## config.mk

```make
export PLATFORM = sky130hd
export DESIGN_NAME = coin_judge
export DESIGN_NICKNAME = d
export VERILOG_FILES = /design/src/rtl/coin_pkg.sv /design/src/rtl/coin_lane_judge.sv /design/src/rtl/coin_judge.sv
export SDC_FILE = /design/constraint.sdc
export NUM_CORES = 1
export LEC_CHECK = 0
export CORE_MARGIN = 3
export CORE_UTILIZATION = 55
export CTS_CLUSTER_DIAMETER = 100
export DETAILED_ROUTE_END_ITERATION = 8
export DONT_BUFFER_PORTS = 1
export GPL_TIMING_DRIVEN = 0
export MAX_ROUTING_LAYER = met4
export PLACE_DENSITY = 0.77
export SLEW_MARGIN = 20
export SYNTH_ARGS = -nofsm -noshare
export SYNTH_HDL_FRONTEND = slang
export SYNTH_SLANG_ARGS = --single-unit
```

## constraint.sdc

```tcl
create_clock -name i_clk -period 8.5 [get_ports i_clk]
set_input_delay 2.125 -clock i_clk [delete_from_list [all_inputs] [get_ports i_clk]]
set_output_delay 2.125 -clock i_clk [all_outputs]
set_load 0.02 [all_outputs]
```

## src/rtl/coin_pkg.sv

```systemverilog
// Shared types and constants for the coin judge: lane FSM states, BCD digit type
// and the points awarded per hit.
package coin_pkg;

    localparam int DEFAULT_NUM_LANES = 3;
    localparam int HIT_POINTS        = 1;
    localparam int BONUS_POINTS      = 2;

    typedef logic [3:0] bcd_digit_t;

    typedef enum logic [2:0] {
        IDLE,
        APPROACH,
        WINDOW,
        HIT,
        MISS,
        DONE
    } lane_state_t;

endpackage

```

## src/rtl/coin_lane_judge.sv

```systemverilog
// One lane: synchronises active/in-position/key, detects key presses and judges
// each coin exactly once as a hit or a miss.
module coin_lane_judge
    import coin_pkg::*;
#(
    parameter int SYNC_STAGES = 2
) (
    input  logic i_clk,
    input  logic i_rst_n,
    input  logic i_clear,
    input  logic i_active,
    input  logic i_in_position,
    input  logic i_key,
    output logic o_hit_pulse,
    output logic o_miss_pulse,
    output logic o_coin_clear
);

    logic [SYNC_STAGES-1:0] active_sync_q;
    logic [SYNC_STAGES-1:0] pos_sync_q;
    logic [SYNC_STAGES-1:0] key_sync_q;
    logic                   key_prev_q;
    lane_state_t            state_q;
    logic                   hit_q;
    logic                   miss_q;
    logic                   clr_q;

    logic active_s;
    logic pos_s;
    logic key_s;
    logic press;

    assign active_s = active_sync_q[SYNC_STAGES-1];
    assign pos_s    = pos_sync_q[SYNC_STAGES-1];
    assign key_s    = key_sync_q[SYNC_STAGES-1];
    assign press    = key_s & ~key_prev_q;

    always_ff @(posedge i_clk or negedge i_rst_n) begin
        if (!i_rst_n) begin
            active_sync_q <= '0;
            pos_sync_q    <= '0;
            key_sync_q    <= '0;
            key_prev_q    <= 1'b0;
            state_q       <= IDLE;
            hit_q         <= 1'b0;
            miss_q        <= 1'b0;
            clr_q         <= 1'b0;
        end else if (i_clear) begin
            active_sync_q <= '0;
            pos_sync_q    <= '0;
            key_sync_q    <= '0;
            key_prev_q    <= 1'b0;
            state_q       <= IDLE;
            hit_q         <= 1'b0;
            miss_q        <= 1'b0;
            clr_q         <= 1'b0;
        end else begin
            active_sync_q <= {active_sync_q[SYNC_STAGES-2:0], i_active};
            pos_sync_q    <= {pos_sync_q[SYNC_STAGES-2:0], i_in_position};
            key_sync_q    <= {key_sync_q[SYNC_STAGES-2:0], i_key};
            key_prev_q    <= key_s;
            hit_q         <= 1'b0;
            miss_q        <= 1'b0;
            clr_q         <= 1'b0;
            case (state_q)
                IDLE: begin
                    if (active_s) state_q <= APPROACH;
                end
                APPROACH: begin
                    if (!active_s)   state_q <= IDLE;
                    else if (pos_s)  state_q <= WINDOW;
                end
                // A press in the same cycle the window closes still counts as a hit.
                WINDOW: begin
                    if (press)           state_q <= HIT;
                    else if (!active_s)  state_q <= IDLE;
                    else if (!pos_s)     state_q <= MISS;
                end
                HIT: begin
                    hit_q   <= 1'b1;
                    clr_q   <= 1'b1;
                    state_q <= DONE;
                end
                MISS: begin
                    miss_q  <= 1'b1;
                    clr_q   <= 1'b1;
                    state_q <= DONE;
                end
                DONE: begin
                    if (!active_s) state_q <= IDLE;
                end
                default: state_q <= IDLE;
            endcase
        end
    end

    assign o_hit_pulse  = hit_q;
    assign o_miss_pulse = miss_q;
    assign o_coin_clear = clr_q;

endmodule

```

## src/rtl/coin_judge.sv

```systemverilog
// Coin judge top: per-lane judges plus BCD score, current combo and best combo.
// Score and combo update one cycle after the lane pulses.
module coin_judge
    import coin_pkg::*;
#(
    parameter int NUM_LANES      = DEFAULT_NUM_LANES,
    parameter int SCORE_DIGITS   = 4,
    parameter int COMBO_BONUS_TH = 10,
    parameter int SYNC_STAGES    = 2
) (
    input  logic                      i_clk,
    input  logic                      i_rst_n,
    input  logic                      i_clear,
    input  logic [NUM_LANES-1:0]      i_active,
    input  logic [NUM_LANES-1:0]      i_in_position,
    input  logic [NUM_LANES-1:0]      i_key,
    output logic [NUM_LANES-1:0]      o_hit_pulse,
    output logic [NUM_LANES-1:0]      o_miss_pulse,
    output logic [NUM_LANES-1:0]      o_coin_clear,
    output logic [4*SCORE_DIGITS-1:0] o_score,
    output logic [7:0]                o_combo,
    output logic [7:0]                o_max_combo
);

    localparam logic [4*SCORE_DIGITS-1:0] SCORE_MAX = {SCORE_DIGITS{4'h9}};

    logic [4*SCORE_DIGITS-1:0] score_q, score_d, score_sum;
    logic [7:0]                combo_q, combo_d;
    logic [7:0]                max_q, max_d;
    logic [7:0]                hit_cnt;
    logic [7:0]                pts;
    logic [7:0]                add_pts;
    logic [7:0]                carry;
    logic [7:0]                tmp;
    bcd_digit_t                digit;
    logic [8:0]                combo_sum;

    generate
        for (genvar gi = 0; gi < NUM_LANES; gi++) begin : g_lane
            coin_lane_judge #(
                .SYNC_STAGES (SYNC_STAGES)
            ) u_lane (
                .i_clk         (i_clk),
                .i_rst_n       (i_rst_n),
                .i_clear       (i_clear),
                .i_active      (i_active[gi]),
                .i_in_position (i_in_position[gi]),
                .i_key         (i_key[gi]),
                .o_hit_pulse   (o_hit_pulse[gi]),
                .o_miss_pulse  (o_miss_pulse[gi]),
                .o_coin_clear  (o_coin_clear[gi])
            );
        end
    endgenerate

    always_comb begin
        hit_cnt = '0;
        for (int i = 0; i < NUM_LANES; i++) begin
            hit_cnt = hit_cnt + 8'(o_hit_pulse[i]);
        end

        // Every lane hitting this cycle is scored against the pre-update combo.
        pts     = (combo_q >= 8'(COMBO_BONUS_TH)) ? 8'(BONUS_POINTS) : 8'(HIT_POINTS);
        add_pts = hit_cnt * pts;

        carry     = add_pts;
        tmp       = '0;
        digit     = '0;
        score_sum = '0;
        for (int d = 0; d < SCORE_DIGITS; d++) begin
            tmp   = 8'(score_q[4*d +: 4]) + carry;
            digit = bcd_digit_t'(tmp % 8'd10);
            score_sum[4*d +: 4] = digit;
            carry = tmp / 8'd10;
        end
        score_d = (carry != 8'd0) ? SCORE_MAX : score_sum;

        combo_sum = {1'b0, combo_q} + {1'b0, hit_cnt};
        if (|o_miss_pulse) begin
            combo_d = '0;
        end else begin
            combo_d = combo_sum[8] ? 8'hFF : combo_sum[7:0];
        end
        max_d = (combo_d > max_q) ? combo_d : max_q;
    end

    always_ff @(posedge i_clk or negedge i_rst_n) begin
        if (!i_rst_n) begin
            score_q <= '0;
            combo_q <= '0;
            max_q   <= '0;
        end else if (i_clear) begin
            score_q <= '0;
            combo_q <= '0;
            max_q   <= '0;
        end else begin
            score_q <= score_d;
            combo_q <= combo_d;
            max_q   <= max_d;
        end
    end

    assign o_score     = score_q;
    assign o_combo     = combo_q;
    assign o_max_combo = max_q;

endmodule
```

# Yosys cells after proc, flatten, opt, wreduce, memory -nomap -nowiden
# Cells that the tools add are included.
# word_totals
regBits	71
input_bits	12
output_inout_bits	41
elab_cells	155
# classes
add_sub_neg	7
multipliers	1
n_div	8
n_lt_le_gt_ge	2
n_eq_ne	27
mux	65
n_bitwise	6
n_reduce_logical	12
# ops
cell	n
two-way mux 3 bit	24
case mux 3 bit (5 select lines)	3
two-way mux 8 bit	5
divider 8 x 4 -> 8 bit (second input constant)	4
modulo 8 x 4 -> 8 bit (second input constant)	4
two-way mux 16 bit	2
adder 4 x 8 -> 8 bit	3
two-way mux 1 bit	21
two-way mux 2 bit	10
equality test 3 x 2 -> 1 bit (second input constant)	6
equality test 3 bit (second input constant)	6
!= test 5 bit (second input constant)	3
!= test 4 bit (second input constant)	3
AND reduction 4 bit	3
adder 8 x 3 -> 9 bit	1
equality test 3 x 1 -> 1 bit (second input constant)	3
zero test 3 bit	3
!= test 3 x 2 -> 1 bit (second input constant)	3
!= test 3 bit (second input constant)	3
greater-or-equal comparator 8 x 4 -> 1 bit (second input constant)	1
> comparator 8 bit	1
nonzero test 8 bit	1
adder 4 x 5 -> 6 bit	1
OR reduction 2 bit	3
7 further kinds	11

# Longest topological paths before layout
# depth
ltp_word	14
ltp_mapped	32
mapped_depth_nobuf	30

# Cells and area by module
# From an unflattened synthesis, not the netlist that was laid out.
# hier_totals
cells_unflattened	411
hier_area_um2	4077.7
# modules_own_cells
module	n_inst	cells_per_inst	area_each_um2	seq_area_each_um2
coin_judge	1	261	2324.7	800.8
coin_lane_judge	3	50	584.3	325.3

# Worst setup path after synthesis
# OpenSTA, ideal clock, no wires.
# synth_timing
path_kind	reg2reg
from	reg combo_q[4] (netlist: o_combo[4])
to	reg score_q[1] (netlist: o_score[1])
arrival_ps	7096
t_required_ps	8375
slack_ps	1279
path_stages_with_launch	31
synth_period_minus_slack_ps	7221
cell_sequence	dfrtp_1 nor4_1 nand2_1 mux2_2 ha_1 ha_1 inv_1 fa_1 maj3_1 o22ai_1 ha_1 inv_1 fa_1 clkbuf_1 nand2_1 a21oi_1 a211oi_1 ha_1 inv_1 fa_1 clkbuf_1 nand2_1 a21oi_1 a211oi_1 ha_1 inv_1 fa_1 and3b_1 o31ai_2 nor2_1 mux2_2
# synth_between
elab_chain_cells	14
# synth_rtl
item	line_no	source
from (decl)	coin_judge.sv:28	logic [7:0] combo_q, combo_d;
from (signal assigned)	coin_judge.sv:98	combo_q <= combo_d;
greater-or-equal comparator 8 x 4 -> 1 bit *	coin_judge.sv:63	pts = (combo_q >= 8'(COMBO_BONUS_TH)) ? 8'(BONUS_POINTS) : 8'(HIT_POINTS);
two-way mux 2 bit *	coin_judge.sv:63	
multiplier 3 x 2 -> 5 bit *	coin_judge.sv:64	add_pts = hit_cnt * pts;
adder 4 x 5 -> 6 bit *	coin_judge.sv:71	tmp = 8'(score_q[4*d +: 4]) + carry;
divider 8 x 4 -> 8 bit	coin_judge.sv:74	carry = tmp / 8'd10;
adder 4 x 8 -> 8 bit	coin_judge.sv:71	
divider 8 x 4 -> 8 bit	coin_judge.sv:74	
adder 4 x 8 -> 8 bit	coin_judge.sv:71	
divider 8 x 4 -> 8 bit	coin_judge.sv:74	
adder 4 x 8 -> 8 bit	coin_judge.sv:71	
divider 8 x 4 -> 8 bit	coin_judge.sv:74	
nonzero test 8 bit	coin_judge.sv:76	score_d = (carry != 8'd0) ? SCORE_MAX : score_sum;
two-way mux 16 bit *	coin_judge.sv:76	
two-way mux 16 bit *	coin_judge.sv:92	end else if (i_clear) begin
to (signal assigned)	coin_judge.sv:97	score_q <= score_d;
to (decl)	coin_judge.sv:27	logic [4*SCORE_DIGITS-1:0] score_q, score_d, score_sum;
# Mark *: on every way between the ends. The rest lies on a longest branch, timed or not.
# A chain may end at the register's enable or synchronous reset.

# Worst setup path in the final report
# layout_timing
from	reg combo_q[4] (netlist: o_combo[4])
to	reg score_q[10] (netlist: o_score[10])
# layout_between
elab_chain_cells	14
# layout_rtl
item	line_no
greater-or-equal comparator 8 x 4 -> 1 bit *	coin_judge.sv:63
two-way mux 2 bit *	coin_judge.sv:63
multiplier 3 x 2 -> 5 bit *	coin_judge.sv:64
adder 4 x 5 -> 6 bit *	coin_judge.sv:71
divider 8 x 4 -> 8 bit *	coin_judge.sv:74
adder 4 x 8 -> 8 bit *	coin_judge.sv:71
divider 8 x 4 -> 8 bit *	coin_judge.sv:74
adder 4 x 8 -> 8 bit *	coin_judge.sv:71
divider 8 x 4 -> 8 bit	coin_judge.sv:74
adder 4 x 8 -> 8 bit	coin_judge.sv:71
divider 8 x 4 -> 8 bit	coin_judge.sv:74
nonzero test 8 bit	coin_judge.sv:76
two-way mux 16 bit *	coin_judge.sv:76
two-way mux 16 bit *	coin_judge.sv:92
# Marked as above.

==> impl_metrics.env <==
export IMPL_hp_class="reg -> reg"
export IMPL_drt_total_wl_mm=7.58
export IMPL_remaining_drc_errors=0
export IMPL_start_kind="flip-flop"
export IMPL_combPwrFrac_pct=2.6
export IMPL_wl_per_cell_um=14.6
export IMPL_skew_ns=0.00932
export IMPL_clk_path_buf_depth=2
export IMPL_path_depth=31
export IMPL_final_util_pct=62.2
export IMPL_grt_pass1_wl_mm=12.9
export IMPL_cp_data_required_time_ns=8.75
export IMPL_grt_pass1_vias=2820
export IMPL_worst_r2r_cell_count=31
export IMPL_synth_seq_cells=71
export IMPL_status="finished, final reports clean"
export IMPL_clock_sinks=71
export IMPL_postRouteAntennaNets=0
export IMPL_cts_root_buffer="clkbuf_8"
export IMPL_rrSetupSlack_ns=0.59
export IMPL_io_buffers=0
export IMPL_core_area_um2=6830
export IMPL_yosysMostFrequentCell="dfrtp_1"
export IMPL_die_w_um=90.3
export IMPL_worst_path_max_fanout=8
export IMPL_tightest_slew_ns=0.857
export IMPL_synth_edff_count=0
export IMPL_power_mw=0.629
export IMPL_cts_tree="yes"
export IMPL_slew_violations=0
export IMPL_cp_startpoint="o_combo[4]"
export IMPL_async_flop_share_pct=100
export IMPL_drt_first_pass_iters=4
export IMPL_period_needed_ns=7.91
export IMPL_grt_overflow=0
export IMPL_p_int_mw=0.486
export IMPL_max_freq_mhz=126
export IMPL_die_area_um2=8150
export IMPL_rows=30
export IMPL_ys_types=47
export IMPL_power_density_nw_per_um2=148
export IMPL_leakage_nw=2.02
export IMPL_rr_startpoint="o_combo[4]"
export IMPL_worst_path_max_delay_cell="fa_1"
export IMPL_crit_path_frequent_cell="ha_1"
export IMPL_syn_inst=408
export IMPL_clkPwrFrac_pct=42.5
export IMPL_syn_avg_cell_area_um2=9.57
export IMPL_final_cell_count_no_fill=521
export IMPL_antenna_diode_count=0
export IMPL_path_buf_inv=7
export IMPL_synth_seq_area_share_pct=45.5
export IMPL_synth_area_um2=3900
export IMPL_netlist_top_cell_by_area="dfrtp_1"
export IMPL_timing_final_crit_share_pct=93.1
export IMPL_cts_hold_buf=0
export IMPL_nFillCells=593
export IMPL_nNetsFinal=460
export IMPL_end_kind="flip-flop"
export IMPL_worstSetupPathType="reg -> reg"
export IMPL_dp_hpwl_mm=5.47
export IMPL_power_net_switching_mw=0.143
export IMPL_yosysTopAreaCellShare_pct=45.5
export IMPL_grt_max_degree=72
export IMPL_first_iter_violations=132
export IMPL_rr_endpoint="o_score[10]"
export IMPL_maxCapViolCount=0
export IMPL_clkTransAtPathRegs_ns=0.08
export IMPL_cp_endpoint="o_score[10]"
export IMPL_hold_viol=0
export IMPL_start_util_pct=57.2
export IMPL_critical_path_max_stage_delay_ns=0.54
export IMPL_crit_family="adder cells"
export IMPL_synthTopCellsByCount="dfrtp_1 (71), nor2_1 (39), a21oi_1 (38)"
export IMPL_io_pins=53
export IMPL_clk_latency_ns=0.35
export IMPL_antenna_found_initial=0
export IMPL_min_from="g_lane[0].u_lane.key_sync_q[0]"
export IMPL_cts_htree_levels=3
export IMPL_synth_nets=448
export IMPL_grt_total_usage_pct=20.3
export IMPL_min_path_cells=1
export IMPL_ir_worst_vdd_v=0.0000897
export IMPL_cts_buffers=9
export IMPL_ys_flop_type="dfrtp_1"
export IMPL_netSwitchingFraction_pct=22.7
export IMPL_synth_warnings=0
export IMPL_place_inst=504
export IMPL_hold_worst_slack_ns=0.459
export IMPL_area_growth_pct=8.75
export IMPL_num_vias=2874
export IMPL_worstPathArrival_ns=8.16
export IMPL_setup_viol=0
export IMPL_p_seq_share_pct=54.9
export IMPL_synth_area_leaders="dfrtp_1 (45%), ha_1 (7.0%), a21oi_1 (4.9%)"
export IMPL_place_gp_congestion=0.924
export IMPL_die_h_um=90.3
export IMPL_drive_gt1_share_pct=10.8
export IMPL_relSlewSlack_pct=42.5
export IMPL_viasPerCell=5.52
==> cell families after synthesis <==
logic type / count (synthesis) / synth area share, %
XOR/XNOR: 8 / 1.79
flip-flops: 71 / 45.5
AO/OA/AOI/OAI: 77 / 12.3
multiplexers: 12 / 3.40
adder cells (fa/ha/maj): 29 / 10.4
AND/OR/NAND/NOR: 152 / 20.1
buffers and inverters: 59 / 6.54
==> timing repair <==
action | in CTS | in global routing
setup buffers | 0 | 2
endpoints found under the setup margin | 0 | 14
gates resized for setup | 0 | 2
==> area by class of cell <==
cell class	count	area, um^2	share of cell area, %
flip-flops and latches	71	1780	41.8
clock buffers	10	128	3.01
plain buffers	24	124	2.92
well taps	96	120	2.83
inverters	34	128	3.01
clock inverters	6	68.8	1.62
multi-input cells	278	1890	44.4
repair buffers	2	15.0	0.354
==> power groups by stage <==
stage / registers [mW] / logic, mW / clock network [mW]
after global placement: 0.352 / 0.0150 / 0
after CTS: 0.345 / 0.0158 / 0.275
after global routing: 0.346 / 0.0187 / 0.289
final: 0.345 / 0.0165 / 0.267
after detailed placement: 0.352 / 0.0157 / 0
after floorplan: 0.351 / 0.0118 / 0
==> registers in the layout, summed over array words and instances (netlist names) <==
signal,cells
o_score,16
g_lane.u_lane.state_q,9
g_lane.u_lane.key_prev_q,3
o_combo,8
g_lane.u_lane.pos_sync_q,6
g_lane.u_lane.key_sync_q,6
g_lane.u_lane.o_coin_clear,3
g_lane.u_lane.o_miss_pulse,3
g_lane.u_lane.active_sync_q,6
o_max_combo,8
g_lane.u_lane.o_hit_pulse,3
==> stage by stage <==
step	instance area [um^2]	setup TNS [ns]	setup slack, ns
final	4250	0	0.590
after global routing	4250	-0.00547	-0.00547
after CTS	4220	0	0.226
after detailed placement	4030	0	0.250
after global placement	4030	0	0.550
after floorplan	3910	0	1.28
==> worst register-to-register path: cells and delay by family, from the launching register on <==
kind                     cells  cell delay (ns)
flip-flops                   1             0.52
multiplexers                 1             0.29
AO/OA/AOI/OAI                7             1.50
adder cells (fa/ha/maj)     10             3.56
AND/OR/NAND/NOR              6             1.07
buffers and inverters        7             0.88
==> placed cells by master, fill, tap and decap left out, types with 4 or more instances in the layout <==
cell and instances:
nand3_1 5, nor2_1 39, or2_2 4, o21ai_0 5, nor2b_1 26, buf_4 11
nand2_1 19, fa_1 6, a21o_1 5, mux2_2 10, a31oi_1 6, ha_1 22
and3_1 4, xor2_1 6, nor3_1 25, nand2b_1 14, a21oi_1 38, clkbuf_8 9
inv_1 34, clkbuf_1 15, dfrtp_1 71
==> per-layer routing <==
layer,global-route usage (%),vias up,share of wire [%]
li1,-,1408,-
met1,24.1,1387,43
met2,33.2,65,49
met3,4.92,14,5.6
met4,8.80,0,2.3
met5,-,-,0
==> worst min-delay path by stage <==
stage / endpoint / slack [ns]
after CTS: g_lane[0].u_lane.key_sync_q[1] / 0.47
after global routing: g_lane[2].u_lane.active_sync_q[1] / 0.48
final: g_lane[0].u_lane.key_sync_q[1] / 0.46
after detailed placement: g_lane[0].u_lane.key_sync_q[1] / 0.45
after floorplan: g_lane[0].u_lane.active_sync_q[1] / 0.44
after global placement: g_lane[2].u_lane.key_sync_q[1] / 0.44
Power figures use the tool's default switching activity.
